`src/rtl/fetch_pkg.sv`:
```
// fetch_pkg: shared definitions for the instruction-fetch sequencer.
//   fetch_state_e    : sequencer FSM states (RUN, DRAIN, SWITCH, FAULT)
//   RESET_PC_DEFAULT : default restart PC after reset and after a bank switch
//   PC_INC           : byte increment between consecutive instruction words
//   fetchPcBad()     : flags a byte address that is misaligned or beyond the ROM
package fetch_pkg;

  typedef enum logic [1:0] {
    RUN    = 2'd0,
    DRAIN  = 2'd1,
    SWITCH = 2'd2,
    FAULT  = 2'd3
  } fetch_state_e;

  localparam logic [31:0] RESET_PC_DEFAULT = 32'h0000_0000;
  localparam logic [31:0] PC_INC           = 32'd4;

  // A fetch address is bad if it is not word aligned or if its word index
  // falls outside a ROM of 2^addrWidth words.
  function automatic logic fetchPcBad(input logic [31:0] pc, input int unsigned addrWidth);
    logic [32:0] depth;
    depth = 33'd1 << addrWidth;
    return (pc[1:0] != 2'b00) || ({3'b000, pc[31:2]} >= depth);
  endfunction

endpackage

```
`src/rtl/fetch_perf_cnt.sv`:
```
// fetch_perf_cnt: pair of saturating 32-bit event counters for fetch activity.
// Ports:
//   clk            : clock, rising edge
//   rst_n          : asynchronous active-low reset, clears both counters
//   fetchInc_i     : count one instruction capture this cycle
//   stallInc_i     : count one stalled RUN cycle
//   fetchCnt_o     : captures since reset, saturates at all-ones
//   stallCnt_o     : stalled RUN cycles since reset, saturates at all-ones
module fetch_perf_cnt (
  input  logic        clk,
  input  logic        rst_n,
  input  logic        fetchInc_i,
  input  logic        stallInc_i,
  output logic [31:0] fetchCnt_o,
  output logic [31:0] stallCnt_o
);

  logic [31:0] fetchCnt_q, fetchCnt_d;
  logic [31:0] stallCnt_q, stallCnt_d;

  // Counters stop at all-ones instead of wrapping so a long run never
  // reports a misleadingly small value.
  always_comb begin
    fetchCnt_d = fetchCnt_q;
    stallCnt_d = stallCnt_q;
    if (fetchInc_i && (fetchCnt_q != 32'hFFFF_FFFF)) fetchCnt_d = fetchCnt_q + 32'd1;
    if (stallInc_i && (stallCnt_q != 32'hFFFF_FFFF)) stallCnt_d = stallCnt_q + 32'd1;
  end

  always_ff @(posedge clk or negedge rst_n) begin
    if (!rst_n) begin
      fetchCnt_q <= 32'd0;
      stallCnt_q <= 32'd0;
    end else begin
      fetchCnt_q <= fetchCnt_d;
      stallCnt_q <= stallCnt_d;
    end
  end

  assign fetchCnt_o = fetchCnt_q;
  assign stallCnt_o = stallCnt_q;

endmodule

```
`src/rtl/fetch_seq.sv`:
```
// fetch_seq: instruction-fetch sequencer in front of a dual-ROM memory mux.
// Owns the PC and bank select, hands one registered instruction per cycle to
// decode over valid/ready, handles branch redirects, drains and switches ROM
// banks safely, and latches a sticky fault on a bad fetch address.
// Optional build macro FETCH_PERF_EN adds perf_fetch_cnt / perf_stall_cnt.
// Ports:
//   clk, rst_n                   : clock (rising edge), async active-low reset
//   stall                        : hold PC and capture
//   redirect_valid, redirect_pc  : branch/jump target (byte address)
//   bank_switch, bank_req        : one-cycle request to move to ROM bank bank_req
//   imem_addr, imem_sel          : address and bank select to instruction memory
//   imem_instr                   : combinational read data from memory
//   out_valid, out_ready         : handshake to decode
//   out_instr, out_pc            : registered instruction and its address
//   bank_busy                    : bank switch in progress (DRAIN or SWITCH)
//   perf_fetch_cnt, perf_stall_cnt (FETCH_PERF_EN only) : activity counters
//   fault                        : sticky fetch fault
module fetch_seq
  import fetch_pkg::*;
#(
  parameter int unsigned ADDR_WIDTH = 10,
  parameter int unsigned DATA_WIDTH = 32,
  parameter logic [31:0] RESET_PC   = RESET_PC_DEFAULT
) (
  input  logic                  clk,
  input  logic                  rst_n,
  input  logic                  stall,
  input  logic                  redirect_valid,
  input  logic [31:0]           redirect_pc,
  input  logic                  bank_switch,
  input  logic                  bank_req,
  output logic [31:0]           imem_addr,
  output logic                  imem_sel,
  input  logic [DATA_WIDTH-1:0] imem_instr,
  output logic                  out_valid,
  input  logic                  out_ready,
  output logic [DATA_WIDTH-1:0] out_instr,
  output logic [31:0]           out_pc,
  output logic                  bank_busy,
`ifdef FETCH_PERF_EN
  output logic [31:0]           perf_fetch_cnt,
  output logic [31:0]           perf_stall_cnt,
`endif
  output logic                  fault
);

  // Byte address of the final ROM word; fetching it ends the program.
  localparam logic [31:0] LAST_PC = 32'(((64'd1 << ADDR_WIDTH) - 64'd1) << 2);

  fetch_state_e          state_q, state_d;
  logic [31:0]           pc_q, pc_d;
  logic                  sel_q, sel_d;
  logic                  bankLatch_q, bankLatch_d;
  logic                  outValid_q, outValid_d;
  logic [DATA_WIDTH-1:0] outInstr_q, outInstr_d;
  logic [31:0]           outPc_q, outPc_d;
  logic                  fault_q, fault_d;

  logic accept;
  logic switchReq;
  logic captureEn;

  assign accept    = outValid_q && out_ready;
  assign switchReq = bank_switch && (bank_req != sel_q);
  // A capture only happens in RUN when neither a real bank switch nor a
  // redirect claims the cycle, and the output slot is free or being emptied.
  assign captureEn = (state_q == RUN) && !switchReq && !redirect_valid &&
                     !stall && (!outValid_q || out_ready);

  // Next-state and datapath decisions. A redirect always leaves out_valid
  // low: either the held word is squashed or it is accepted this cycle.
  always_comb begin
    state_d     = state_q;
    pc_d        = pc_q;
    sel_d       = sel_q;
    bankLatch_d = bankLatch_q;
    outValid_d  = outValid_q;
    outInstr_d  = outInstr_q;
    outPc_d     = outPc_q;
    fault_d     = fault_q;

    case (state_q)
      RUN: begin
        if (switchReq) begin
          bankLatch_d = bank_req;
          state_d     = DRAIN;
          if (accept) outValid_d = 1'b0;
        end else if (redirect_valid) begin
          outValid_d = 1'b0;
          if (fetchPcBad(redirect_pc, ADDR_WIDTH)) begin
            state_d = FAULT;
            fault_d = 1'b1;
          end else begin
            pc_d = redirect_pc;
          end
        end else if (captureEn) begin
          outInstr_d = imem_instr;
          outPc_d    = pc_q;
          outValid_d = 1'b1;
          // The last word is still delivered, but the PC never wraps to 0.
          if (pc_q == LAST_PC) begin
            state_d = FAULT;
            fault_d = 1'b1;
          end else begin
            pc_d = pc_q + PC_INC;
          end
        end else if (accept) begin
          outValid_d = 1'b0;
        end
      end

      DRAIN: begin
        if (accept) outValid_d = 1'b0;
        if (!outValid_q) state_d = SWITCH;
      end

      SWITCH: begin
        sel_d   = bankLatch_q;
        pc_d    = RESET_PC;
        state_d = RUN;
      end

      FAULT: begin
        fault_d = 1'b1;
        if (accept) outValid_d = 1'b0;
      end

      default: state_d = RUN;
    endcase
  end

  always_ff @(posedge clk or negedge rst_n) begin
    if (!rst_n) begin
      state_q     <= RUN;
      pc_q        <= RESET_PC;
      sel_q       <= 1'b0;
      bankLatch_q <= 1'b0;
      outValid_q  <= 1'b0;
      outInstr_q  <= '0;
      outPc_q     <= 32'd0;
      fault_q     <= 1'b0;
    end else begin
      state_q     <= state_d;
      pc_q        <= pc_d;
      sel_q       <= sel_d;
      bankLatch_q <= bankLatch_d;
      outValid_q  <= outValid_d;
      outInstr_q  <= outInstr_d;
      outPc_q     <= outPc_d;
      fault_q     <= fault_d;
    end
  end

  assign imem_addr = pc_q;
  assign imem_sel  = sel_q;
  assign out_valid = outValid_q;
  assign out_instr = outInstr_q;
  assign out_pc    = outPc_q;
  assign bank_busy = (state_q == DRAIN) || (state_q == SWITCH);
  assign fault     = fault_q;

`ifdef FETCH_PERF_EN
  fetch_perf_cnt u_perf (
    .clk        (clk),
    .rst_n      (rst_n),
    .fetchInc_i (captureEn),
    .stallInc_i ((state_q == RUN) && stall),
    .fetchCnt_o (perf_fetch_cnt),
    .stallCnt_o (perf_stall_cnt)
  );
`endif

endmodule

```
`config.mk`:
```
export PLATFORM = sky130hd
export DESIGN_NAME = fetch_seq
export DESIGN_NICKNAME = d
export VERILOG_FILES = /design/src/rtl/fetch_pkg.sv /design/src/rtl/fetch_perf_cnt.sv /design/src/rtl/fetch_seq.sv
export SDC_FILE = /design/constraint.sdc
export NUM_CORES = 1
export LEC_CHECK = 0
export ABC_AREA = 1
export BUFFER_PORTS_ARGS = -buffer_cell sky130_fd_sc_hd__buf_2
export CORE_MARGIN = 5
export CORE_UTILIZATION = 40
export DETAILED_ROUTE_END_ITERATION = 8
export GPL_TIMING_DRIVEN = 0
export PLACE_DENSITY = 0.76
export SLEW_MARGIN = 10
export SYNTH_ARGS = -nofsm -noshare
export SYNTH_HDL_FRONTEND = slang
export SYNTH_SLANG_ARGS = --single-unit
```
`constraint.sdc`:
```
create_clock -name clk -period 4 [get_ports clk]
set_input_delay 0.8 -clock clk [delete_from_list [all_inputs] [get_ports clk]]
set_output_delay 0.8 -clock clk [all_outputs]
set_load 0.005 [all_outputs]
```
==> results of run 1 <==
-- cell type report --
cell class | instances | area (um2) | area share (%)
flip-flops and latches | 102 | 2550 | 37.3
clock buffers | 11 | 253 | 3.70
plain buffers | 22 | 113 | 1.65
repair buffers | 170 | 880 | 12.9
inverters | 70 | 265 | 3.88
clock inverters | 4 | 77.6 | 1.13
well taps | 176 | 220 | 3.22
multi-input cells | 504 | 2480 | 36.2
-- sequential cells by signal, indices dropped and copies added (netlist names) --
register	cells
state_q	2
bankLatch_q	1
out_valid	1
out_instr	32
imem_sel	1
imem_addr	32
out_pc	32
fault	1
-- power groups by stage --
| stage | clock network, mW | registers, mW | logic [mW] |
|---|---|---|---|
| after global routing | 1.03 | 1.96 | 2.34 |
| after detailed placement | 0 | 1.90 | 2.09 |
| after global placement | 0 | 1.88 | 2.05 |
| after floorplan | 0 | 1.86 | 1.16 |
| final | 0.986 | 1.89 | 2.08 |
| after CTS | 0.993 | 1.88 | 2.10 |
-- logic make-up (layout without fill, tap and decap cells) --
kind of cell	Yosys count	after routing	synth area share (%)
buffers and inverters	92	277	6.99
AO/OA/AOI/OAI	83	83	7.91
XOR/XNOR	3	3	0.486
flip-flops	102	102	47.2
AND/OR/NAND/NOR	378	378	28.9
multiplexers	33	33	6.87
adder cells (fa/ha/maj)	7	7	1.62
-- synthesized netlist by cell type, types with 9 or more instances --
library cell | n | area (um2)
a21oi_1 | 13 | 65.1
buf_2 | 9 | 45.0
clkbuf_1 | 9 | 33.8
dfrtp_1 | 102 | 2550
inv_1 | 67 | 251
mux2_2 | 33 | 372
nand2_1 | 213 | 800
nand3_1 | 64 | 320
nor2_1 | 85 | 319
o21ai_0 | 52 | 260
o21ai_1 | 12 | 60.1
-- layer usage --
| metal | up-vias | routed length (um) | GRT usage, % | part of all wire, % |
|---|---|---|---|---|
| met1 | 2460 | 7250 | 29.8 | 43 |
| li1 | 2600 | - | - | - |
| met5 | - | 0 | 0 | 0 |
| met4 | 0 | 447 | 7.32 | 2.6 |
| met2 | 320 | 7550 | 32.5 | 44 |
| met3 | 30 | 1800 | 4.53 | 11 |
-- metrics by stage --
stage | std cells | setup slack (ns)
global placement | 1043 | 0.976
finish | 1059 | 1.72
detailed placement | 1044 | 1.58
floorplan | 698 | 1.98
CTS | 1059 | 1.73
global route | 1059 | 1.54
-- path summary, 6_finish.rpt --
| check | end | slack (ns) | depth (start not counted) |
|---|---|---|---|
| hold / removal | imem_addr[22] | 0.34 | 1 |
| min in group clk | out_pc[20] | 0.48 | 2 |
| setup / recovery | imem_addr[10] | 1.72 | 10 |
| setup reg to reg | imem_addr[10] | 1.72 | 10 |
| hold reg to reg | out_pc[20] | 0.48 | 2 |
| max in group asynchronous | out_instr[24] | 3.02 | 2 |
-- cell usage in the layout (no fill, tap or decap), drive strengths merged --
cell type	instances
nand2	213
buf	183
dfrtp	102
nor2	88
inv	70
nand3	65
o21ai	64
mux2	33
clkbuf	20
a21oi	13
nand4	8
ha	7
xor2	3
a31oi	3
nor3	2
bufinv	2
clkinv	2
or2	2
o31ai	1
a22o	1
o21bai	1
==> parameters.txt, run 1 <==
Parameter                              Value

Clock network
  CTS Buf Count ... 9
  Clock latency on the worst-skew pair ... 0.35 ns
  Post-CTS Hold Buffers ... 0
  Buffers inserted by post-CTS timing repair ... 0
  Num Clock Sinks ... 102
  Post-cts sizing count ... 0
  Clock-pin slew on the worst setup and hold paths ... 0.07 ns
  H-Tree Depth ... 3
  Clock tree root buffer cell ... clkbuf_16
  Number of buffers between clock root and the deepest sink ... 2
  Clock tree from TritonCTS ... done

Power and ir drop
  Leakage ... 3.50 nW
  Int Power ... 2.95 mW
  Power per standard cell area ... 725 nW/um2
  Comb pwr share ... 41.9%
  Switching power of the nets ... 2.00 mW
  Maximum vdd ir drop ... 289 uV
  Part of the power in the clock network ... 19.9%
  Overall power consumption ... 4.96 mW
  Fraction of power spent switching nets ... 40.4%
  Sequential Power Share ... 38.2%

Finish
  Layout fillers ... 1,314
  Final cell area excluding filler cells ... 6840 um2
  Signed area change from the synthesized netlist to the final layout ... 26.4%
  Net count of the finished layout ... 957
  Final Util ... 51.6%
  Layout cell share with drive strength beyond 1 ... 27.1%
  Diode insertion count for antenna repair ... 0

STA
  Worst clock skew on the final layout ... 0.00856 ns
  Number of pins with negative max-slew slack in the final report ... 0
  Final setup violation count ... 0
  Slew at the pin closest to its max-slew limit ... 0.767 ns
  Unrepaired setup endpoints after global routing ... false
  Share of the cycle needed by the critical path after routing ... 56.9%
  Fmax ... 439 MHz
  Tightest slew margin relative to the limit ... 48.8%
  Final hold violation count ... 0
  Hold Worst Slack ... 0.341 ns
  Total negative setup slack ... 0 ns
  Post-route minimum period ... 2.28 ns

Synthesis
  #FFs+latches synth ... 102
  Fraction of registers with async set/reset ... 100%
  Primary flip-flop cell chosen by synthesis mapping ... dfrtp_1
  Number of enable flip-flop cells after synthesis ... 0
  Cell variety after synth ... 30
  Post-synthesis net count ... 776
  Synthesized area per cell ... 7.75 um2
  Synthesized instance count ... 698
  Number of warnings printed during yosys synthesis ... 0
  Post-Synthesis Cell Area ... 5410 um2
  Sequential share of the synthesized area ... 47.2%

Floorplan
  Vertical die dimension ... 126 um
  Die X ... 126 um
  Core footprint ... 13,200 um2
  Count of pins on the block boundary ... 171
  Initial core utilization ... 40.8%
  Site Rows ... 42
  Die footprint ... 15,900 um2

Global route
  Grt ovf ... 0
  Initial antenna violation count ... 0
  Number of global-route vias before repair ... 5,120
  Largest net degree at the start of global routing ... 66
  Wire length of the first global-routing pass ... 27,000 um
  Overall global routing resource usage ... 21.2%

Placed design
  Number of input and output port buffers inserted ... 169
  Estimated wirelength of the detail-placed design ... 13,200 um
  Area of placed instances ... 6510 um2
  Final weighted congestion in routability-driven placement ... 0.947

Setup path
  Required time worst endpoint ... 4.23 ns
  Data arrival time of the worst path ... 2.50 ns
  Cells along the critical path ... inv_1 -> ha_1 -> inv_2 -> nor2_4 -> nand4_4 -> nand2_1 -> nand2_1 -> nor2_4 -> buf_2 -> o21ai_1
  Launch point of the critical path ... state_q[0]
  Type of the setup path with the least slack ... flip-flop to flip-flop
  Longest individual stage delay on the worst path ... 0.43 ns
  Kind of capture point of the worst setup path ... flip-flop
  Top delay family on crit path ... simple AND/OR/NAND/NOR gates
  Slowest cell on crit path ... dfrtp_1
  Origin of the critical flop-to-flop path ... state_q[0]
  Peak fanout along the critical path ... 10
  Bufs and invs on worst path ... 3
  Kind of start point of the critical path ... flip-flop

Routing
  Residual DRC ... 0
  DR vias ... 5,410
  Length of the first detailed-routing pass in iterations ... 7
  Number of antenna-violating nets in the routed design ... 0
  Wirelength, routed ... 17,000 um
  Post-DR wirelength/cell ... 16.1 um
  Violation count after the first detailed-route iteration ... 412
  Via/cell ratio ... 5.11

Worst hold path
  HP Class ... primary input to asynchronous set/reset pin

Flow run
  Max capacitance violation total ... 0

Status
  Result of the run ... finished, final reports clean
Power figures use the tool's default switching activity.
==> inputs of run 2 (changes only) <==
Settings changed: ABC_AREA 1 to 0, PLACE_DENSITY 0.76 to 0.77.
Clock period 4 ns to 2.2 ns, I/O delays scaled along.
==> run 2 against run 1 <==
Effect of this change: the flow now finishes with violations (setup timing); clock skew increased by 0.0027 ns; register-to-register slack got worse by 1.7 ns; combinational power grew 72%; via count is 13% lower.
==> parameters.txt, run 2 <==
Parameter                              Value

Status
  Result of the run ... finished with violations
  Violated checks ... setup timing

Synthesis
  Synthesized area per cell ... 10.8 um2
  Dominant cell by count in the synthesized netlist ... dfrtp_1
  #FFs+latches synth ... 102
  Synthesized instance count ... 457
  Number of warnings printed during yosys synthesis ... 0
  Fraction of post-synthesis cell area in the top cell type by area ... 51.5%
  Number of enable flip-flop cells after synthesis ... 0
  Sequential share of the synthesized area ... 51.5%
  Primary flip-flop cell chosen by synthesis mapping ... dfrtp_1
  Post-synthesis net count ... 535
  Top cells by instance count after synthesis ... dfrtp_1 (102), mux2_1 (46), nor2_1 (32), a21oi_1 (23), o21ai_1 (22)
  Cell types with the largest area share after synthesis ... dfrtp_1 (52%), mux2_1 (10%), mux2_2 (4.5%)
  Cell variety after synth ... 52
  Post-Synthesis Cell Area ... 4950 um2
  Cell type with the largest total area after synthesis ... dfrtp_1
  Fraction of registers with async set/reset ... 100%

Finish
  Diode insertion count for antenna repair ... 0
  Most frequent standard cell in the layout excluding fill and tap cells ... buf_2
  Signed area change from the synthesized netlist to the final layout ... 40.3%
  Net count of the finished layout ... 747
  Commonest cells after routing, fill and taps aside ... buf_2 (169), dfrtp_1 (90), mux2_1 (46)
  Layout fillers ... 989
  Layout cell share with drive strength beyond 1 ... 46.1%

Setup path
  Top delay family on crit path ... compound AO/OA/AOI/OAI gates
  Required time worst endpoint ... 2.44 ns
  Cells along the critical path ... nand4_1 -> or4_4 -> o31ai_4 -> a31o_4 -> buf_8 -> nor2_2 -> a22o_1
  Longest individual stage delay on the worst path ... 0.54 ns
  Slowest cell on crit path ... or4_4
  Bufs and invs on worst path ... 1
  Peak fanout along the critical path ... 8
  Data arrival time of the worst path ... 2.44 ns
  Origin of the critical flop-to-flop path ... imem_addr[9]
  Launch point of the critical path ... imem_addr[9]
  Type of the setup path with the least slack ... flip-flop to flip-flop
  Kind of start point of the critical path ... flip-flop
  Kind of capture point of the worst setup path ... flip-flop

STA
  Final setup violation count ... 2
  Setup ws final ... -0.00188 ns
  Final hold violation count ... 0
  Number of pins with negative max-slew slack in the final report ... 0
  Worst clock skew on the final layout ... 0.0113 ns
  Post-route minimum period ... 2.20 ns
  Fmax ... 454 MHz
  Tightest slew margin relative to the limit ... 55.3%
  Slew at the pin closest to its max-slew limit ... 0.670 ns
  Unrepaired setup endpoints after global routing ... true
  Share of the cycle needed by the critical path after routing ... 100%

Routing
  Via/cell ratio ... 5.59
  Post-DR wirelength/cell ... 18.8 um
  Length of the first detailed-routing pass in iterations ... 7
  DR vias ... 4,707
  Residual DRC ... 0
  Violation count after the first detailed-route iteration ... 476
  Number of antenna-violating nets in the routed design ... 0
  Wirelength, routed ... 15,800 um

Placed design
  Post-Place Worst Slack ... -0.514 ns
  Number of input and output port buffers inserted ... 169
  Estimated wirelength of the detail-placed design ... 11,200 um
  Final weighted congestion in routability-driven placement ... 0.902

Floorplan
  Die footprint ... 14,700 um2
  Vertical die dimension ... 121 um
  Site Rows ... 40
  Core footprint ... 12,100 um2
  Initial core utilization ... 41.1%
  Count of pins on the block boundary ... 171
  Die X ... 121 um

Power and ir drop
  Power per standard cell area ... 1220 nW/um2
  Comb pwr share ... 42.2%
  Switching power of the nets ... 3.05 mW
  Maximum vdd ir drop ... 729 uV
  Int Power ... 5.41 mW
  Leakage ... 3.33 nW
  Part of the power in the clock network ... 19.7%
  Sequential Power Share ... 38.0%
  Overall power consumption ... 8.46 mW
  Fraction of power spent switching nets ... 36.1%

Flow run
  Max capacitance violation total ... 0

Global route
  Overall global routing resource usage ... 21.3%
  Largest net degree at the start of global routing ... 68
  Number of global-route vias before repair ... 4,659
  Wire length of the first global-routing pass ... 24,500 um
  Initial antenna violation count ... 0
  Grt ovf ... 0

Clock network
  Num Clock Sinks ... 102
  Clock latency on the worst-skew pair ... 0.35 ns
  Post-CTS Hold Buffers ... 0
  Clock tree from TritonCTS ... done
  Clock-pin slew on the worst setup and hold paths ... 0.07 ns
  Clock tree root buffer cell ... clkbuf_16
  Number of buffers between clock root and the deepest sink ... 2
  H-Tree Depth ... 3
  CTS Buf Count ... 9

Worst hold path
  HP Class ... primary input to asynchronous set/reset pin
-- run 2: final cells by class --
cell class	instances	area [um2]	share of cell area [%]
Inverter	7	28.8	0.414
Sequential cell	102	2570	36.9
Clock inverter	2	38.8	0.558
Tap cell	168	210	3.02
Clock buffer	14	274	3.94
Timing Repair Buffer	210	1200	17.2
Buffer	21	158	2.27
Multi-Input combinational cell	318	2480	35.6
-- run 2: kinds of logic after synthesis --
group,Yosys count,share of synthesized area (%)
multiplexers,69,15.6
adder cells (fa/ha/maj),7,1.77
buffers and inverters,37,3.08
AND/OR/NAND/NOR,132,14.1
XOR/XNOR,1,0.177
AO/OA/AOI/OAI,109,13.7
flip-flops,102,51.5
-- run 2: final timing paths --
| kind | to | slack, ns | depth (start not counted) |
|---|---|---|---|
| setup / recovery | imem_addr[25] | -0.002 | 7 |
| hold / removal | out_instr[4] | 0.05 | 1 |
| setup reg to reg | imem_addr[25] | -0.002 | 7 |
| hold reg to reg | out_instr[0] | 0.48 | 1 |
| max in group asynchronous | imem_addr[4] | 1.45 | 2 |
| min in group clk | out_instr[28] | 0.30 | 2 |
-- run 2: what timing repair did --
action,CTS,global route
endpoints found under the setup margin,98,46
buffers inserted,20,19
resized for setup,61,28
endpoints found under the hold margin,0,0
cloned,1,0
pin swaps,19,16
-- run 2: power by group through the flow --
stage / logic [mW] / clock network (mW) / registers, mW
after detailed placement: 2.85 / 0 / 3.17
after global routing: 3.90 / 1.78 / 3.32
after CTS: 3.33 / 1.69 / 3.16
after global placement: 2.77 / 0 / 3.12
after floorplan: 1.50 / 0 / 3.13
final: 3.57 / 1.67 / 3.22
-- run 2: per-layer routing --
layer	up-vias	global-route usage (%)	wire (um)
met5	-	0	0
met4	0	10.0	534
met3	52	5.64	1420
met2	279	34.7	7410
met1	2254	26.4	6470
li1	2122	-	-
-- run 2: through the flow --
stage               setup TNS (ns)  area (um2)  hold slack (ns)  cells  utilization, %
global route                -0.811        6950           0.0808    842            57.6
detailed placement          -31.42        6080            0.435    795            50.4
finish                    -0.00262        6950           0.0470    842            57.6
floorplan                   -0.165        4990            0.144    457               -
global placement            -58.76        6050            0.462    794            50.2
CTS                         -0.173        6740           0.0598    829            55.9
-- run 2: worst register-to-register path, cell delays in order, from the launching register on --
cell and delay [ns]:
dfrtp_2 0.43, nand4_1 0.17, or4_4 0.54, o31ai_4 0.28, a31o_4 0.27, buf_8 0.14, nor2_2 0.04, a22o_1 0.21
==> inputs of run 3 (changes only) <==
Settings changed: CORE_UTILIZATION 40 to 50, PLACE_DENSITY 0.77 to 0.83.
==> run 3 against run 2 <==
Effect of this change: the run still ends with setup timing left; clock power hardly changed; total power increased by 0.46%; final area shrank 0.45%; via count grew 2.7%; global-route usage is 4.7 points higher; hold slack better by 0.059 ns; critical path depth is 1 higher; combinational power increased by 3%; flip-flop and latch count stayed put; final cell count decreased by 4.5%; largest cell class unchanged.
==> parameters.txt, run 3 (synthesis gave the netlist of run 2 again) <==
Parameter                              Value

STA
  Post-route minimum period ... 2.24 ns
  Final hold violation count ... 0
  Fmax ... 447 MHz
  Share of the cycle needed by the critical path after routing ... 102%
  Hold Worst Slack ... 0.106 ns
  Unrepaired setup endpoints after global routing ... true
  Setup ws final ... -0.0383 ns
  Final setup violation count ... 12
  Total negative setup slack ... -0.217 ns
  Tightest slew margin relative to the limit ... 53.7%
  Number of pins with negative max-slew slack in the final report ... 0
  Slew at the pin closest to its max-slew limit ... 0.694 ns
  Worst clock skew on the final layout ... 0.0113 ns

Power and ir drop
  Leakage ... 3.32 nW
  Maximum vdd ir drop ... 794 uV
  Power per standard cell area ... 1230 nW/um2
  Overall power consumption ... 8.50 mW

Status
  Result of the run ... finished with violations
  Violated checks ... setup timing

Clock network
  Clock-pin slew on the worst setup and hold paths ... 0.10 ns
  Clock tree root buffer cell ... clkbuf_8
  CTS Buf Count ... 9
  Num Clock Sinks ... 102
  Clock latency on the worst-skew pair ... 0.37 ns
  Number of buffers between clock root and the deepest sink ... 2
  H-Tree Depth ... 3
  Clock tree from TritonCTS ... done

Setup path
  Kind of capture point of the worst setup path ... flip-flop
  Number of cells traversed by the worst register-to-register path ... 8
  Logic depth of the worst setup path including buffers ... 8
  Cells along the critical path ... ha_4 -> nand3_4 -> or4_4 -> o31ai_4 -> a31oi_4 -> nand2b_4 -> buf_6 -> o22ai_1
  Capturing point of the worst reg2reg path ... imem_addr[29]
  Required time worst endpoint ... 2.46 ns
  Peak fanout along the critical path ... 5
  Data arrival time of the worst path ... 2.50 ns
  Launch point of the critical path ... imem_addr[3]
  Top delay family on crit path ... simple AND/OR/NAND/NOR gates
  R2r setup slk ... -0.04 ns
  Origin of the critical flop-to-flop path ... imem_addr[3]
  Bufs and invs on worst path ... 1
  Slowest cell on crit path ... or4_4
  Kind of start point of the critical path ... flip-flop
  Type of the setup path with the least slack ... flip-flop to flip-flop
  Longest individual stage delay on the worst path ... 0.46 ns

Finish
  Layout fillers ... 728
  Diode insertion count for antenna repair ... 0
  Layout cell share with drive strength beyond 1 ... 47.1%
  Commonest cells after routing, fill and taps aside ... buf_2 (169), dfrtp_1 (98), mux2_1 (46)
  Net count of the finished layout ... 744
  Final cell area excluding filler cells ... 6920 um2
  Total area of multi-input combinational cells ... 2520 um2
  Signed area change from the synthesized netlist to the final layout ... 39.7%
  Flip-flop and latch area ... 2560 um2
  Fin cells ... 804
  Most frequent standard cell in the layout excluding fill and tap cells ... buf_2

Routing
  Length of the first detailed-routing pass in iterations ... 5
  Highest routed layer ... met4
  Via/cell ratio ... 6.01
  Post-DR wirelength/cell ... 20.0 um
  Number of antenna-violating nets in the routed design ... 0
  Residual DRC ... 0
  WL met1 ... 6260 um
  Violation count after the first detailed-route iteration ... 450
  DR vias ... 4,832
  WL met2 ... 7570 um
  Detailed-routed wire length on met3 ... 1570 um
  Wirelength, routed ... 16,000 um

Placed design
  Total instance count after detailed placement ... 760
  Estimated wirelength of the detail-placed design ... 11,400 um
  Area of placed instances ... 6040 um2
  Number of input and output port buffers inserted ... 169
  Final weighted congestion in routability-driven placement ... 0.946

Floorplan
  Die footprint ... 12,000 um2
  Core footprint ... 9730 um2
  Die X ... 110 um
  Vertical die dimension ... 110 um
  Count of pins on the block boundary ... 171
  Site Rows ... 36
  Initial core utilization ... 50.9%

Flow run
  Max capacitance violation total ... 0

Worst hold path
  HP Class ... primary input to asynchronous set/reset pin

Global route
  Wire length of the first global-routing pass ... 24,100 um
  Initial antenna violation count ... 0
  Largest net degree at the start of global routing ... 53
  Number of global-route vias before repair ... 4,639
  Grt ovf ... 0
  Overall global routing resource usage ... 26.0%
run 3: changes by cell type in the layout (fill, tap and decap cells not counted), sizes merged:
cell and change:
bufinv +4, clkinv -1, inv +2, buf -8
run 3: area by class of cell:
class	instances	area share, %
clock buffer	9	1.79
timing repair buffer	202	16.6
inverter	7	0.380
multi-input combinational	318	36.4
buffer	26	3.02
clock inverter	7	2.42
sequential	102	37.0
tap	133	2.41
run 3: worst max-delay path by stage:
stage                    end  slack [ns]
2_1_floorplan  imem_addr[26]       -0.05
3_3_place_gp   imem_addr[20]       -0.44
3_5_place_dp   imem_addr[20]       -0.42
4_1_cts        imem_addr[25]       -0.04
5_1_grt        imem_addr[29]       -0.14
6_report       imem_addr[29]       -0.04
run 3: repair_timing:
action,4_1_cts,5_1_grt
resized for setup,37,57
hold buffers,0,0
gates cloned,1,1
setup buffers,16,15
setup endpoints to repair,98,33
pin swaps,7,27
run 3: metal layers:
layer  GRT usage [%]  vias up
met1            32.6     2334
met3            5.87       63
li1                -     2119
met4            11.2        0
met2            43.3      316
met5               0        -
run 3: worst reg2reg max path, delay by kind of cell (launching register included):
| family | cells | cell delay [ns] |
|---|---|---|
| fa+ha+maj | 1 | 0.17 |
| simple gates | 3 | 0.75 |
| buf+inv | 1 | 0.16 |
| compound gates | 3 | 0.63 |
| flops | 1 | 0.42 |
run 3: report_power, final:
part	switching, mW	total, mW	internal, mW
Clock	0.658	1.65	0.993
Sequential	0.585	3.17	2.58
Combinational	1.83	3.69	1.86
run 3: stage by stage:
stage / setup slack (ns) / utilization (%)
after floorplan: -0.0512 / -
after global placement: -0.440 / 61.7
after detailed placement: -0.425 / 62.0
after CTS: -0.0400 / 67.8
after global routing: -0.145 / 71.1
final: -0.0383 / 71.1
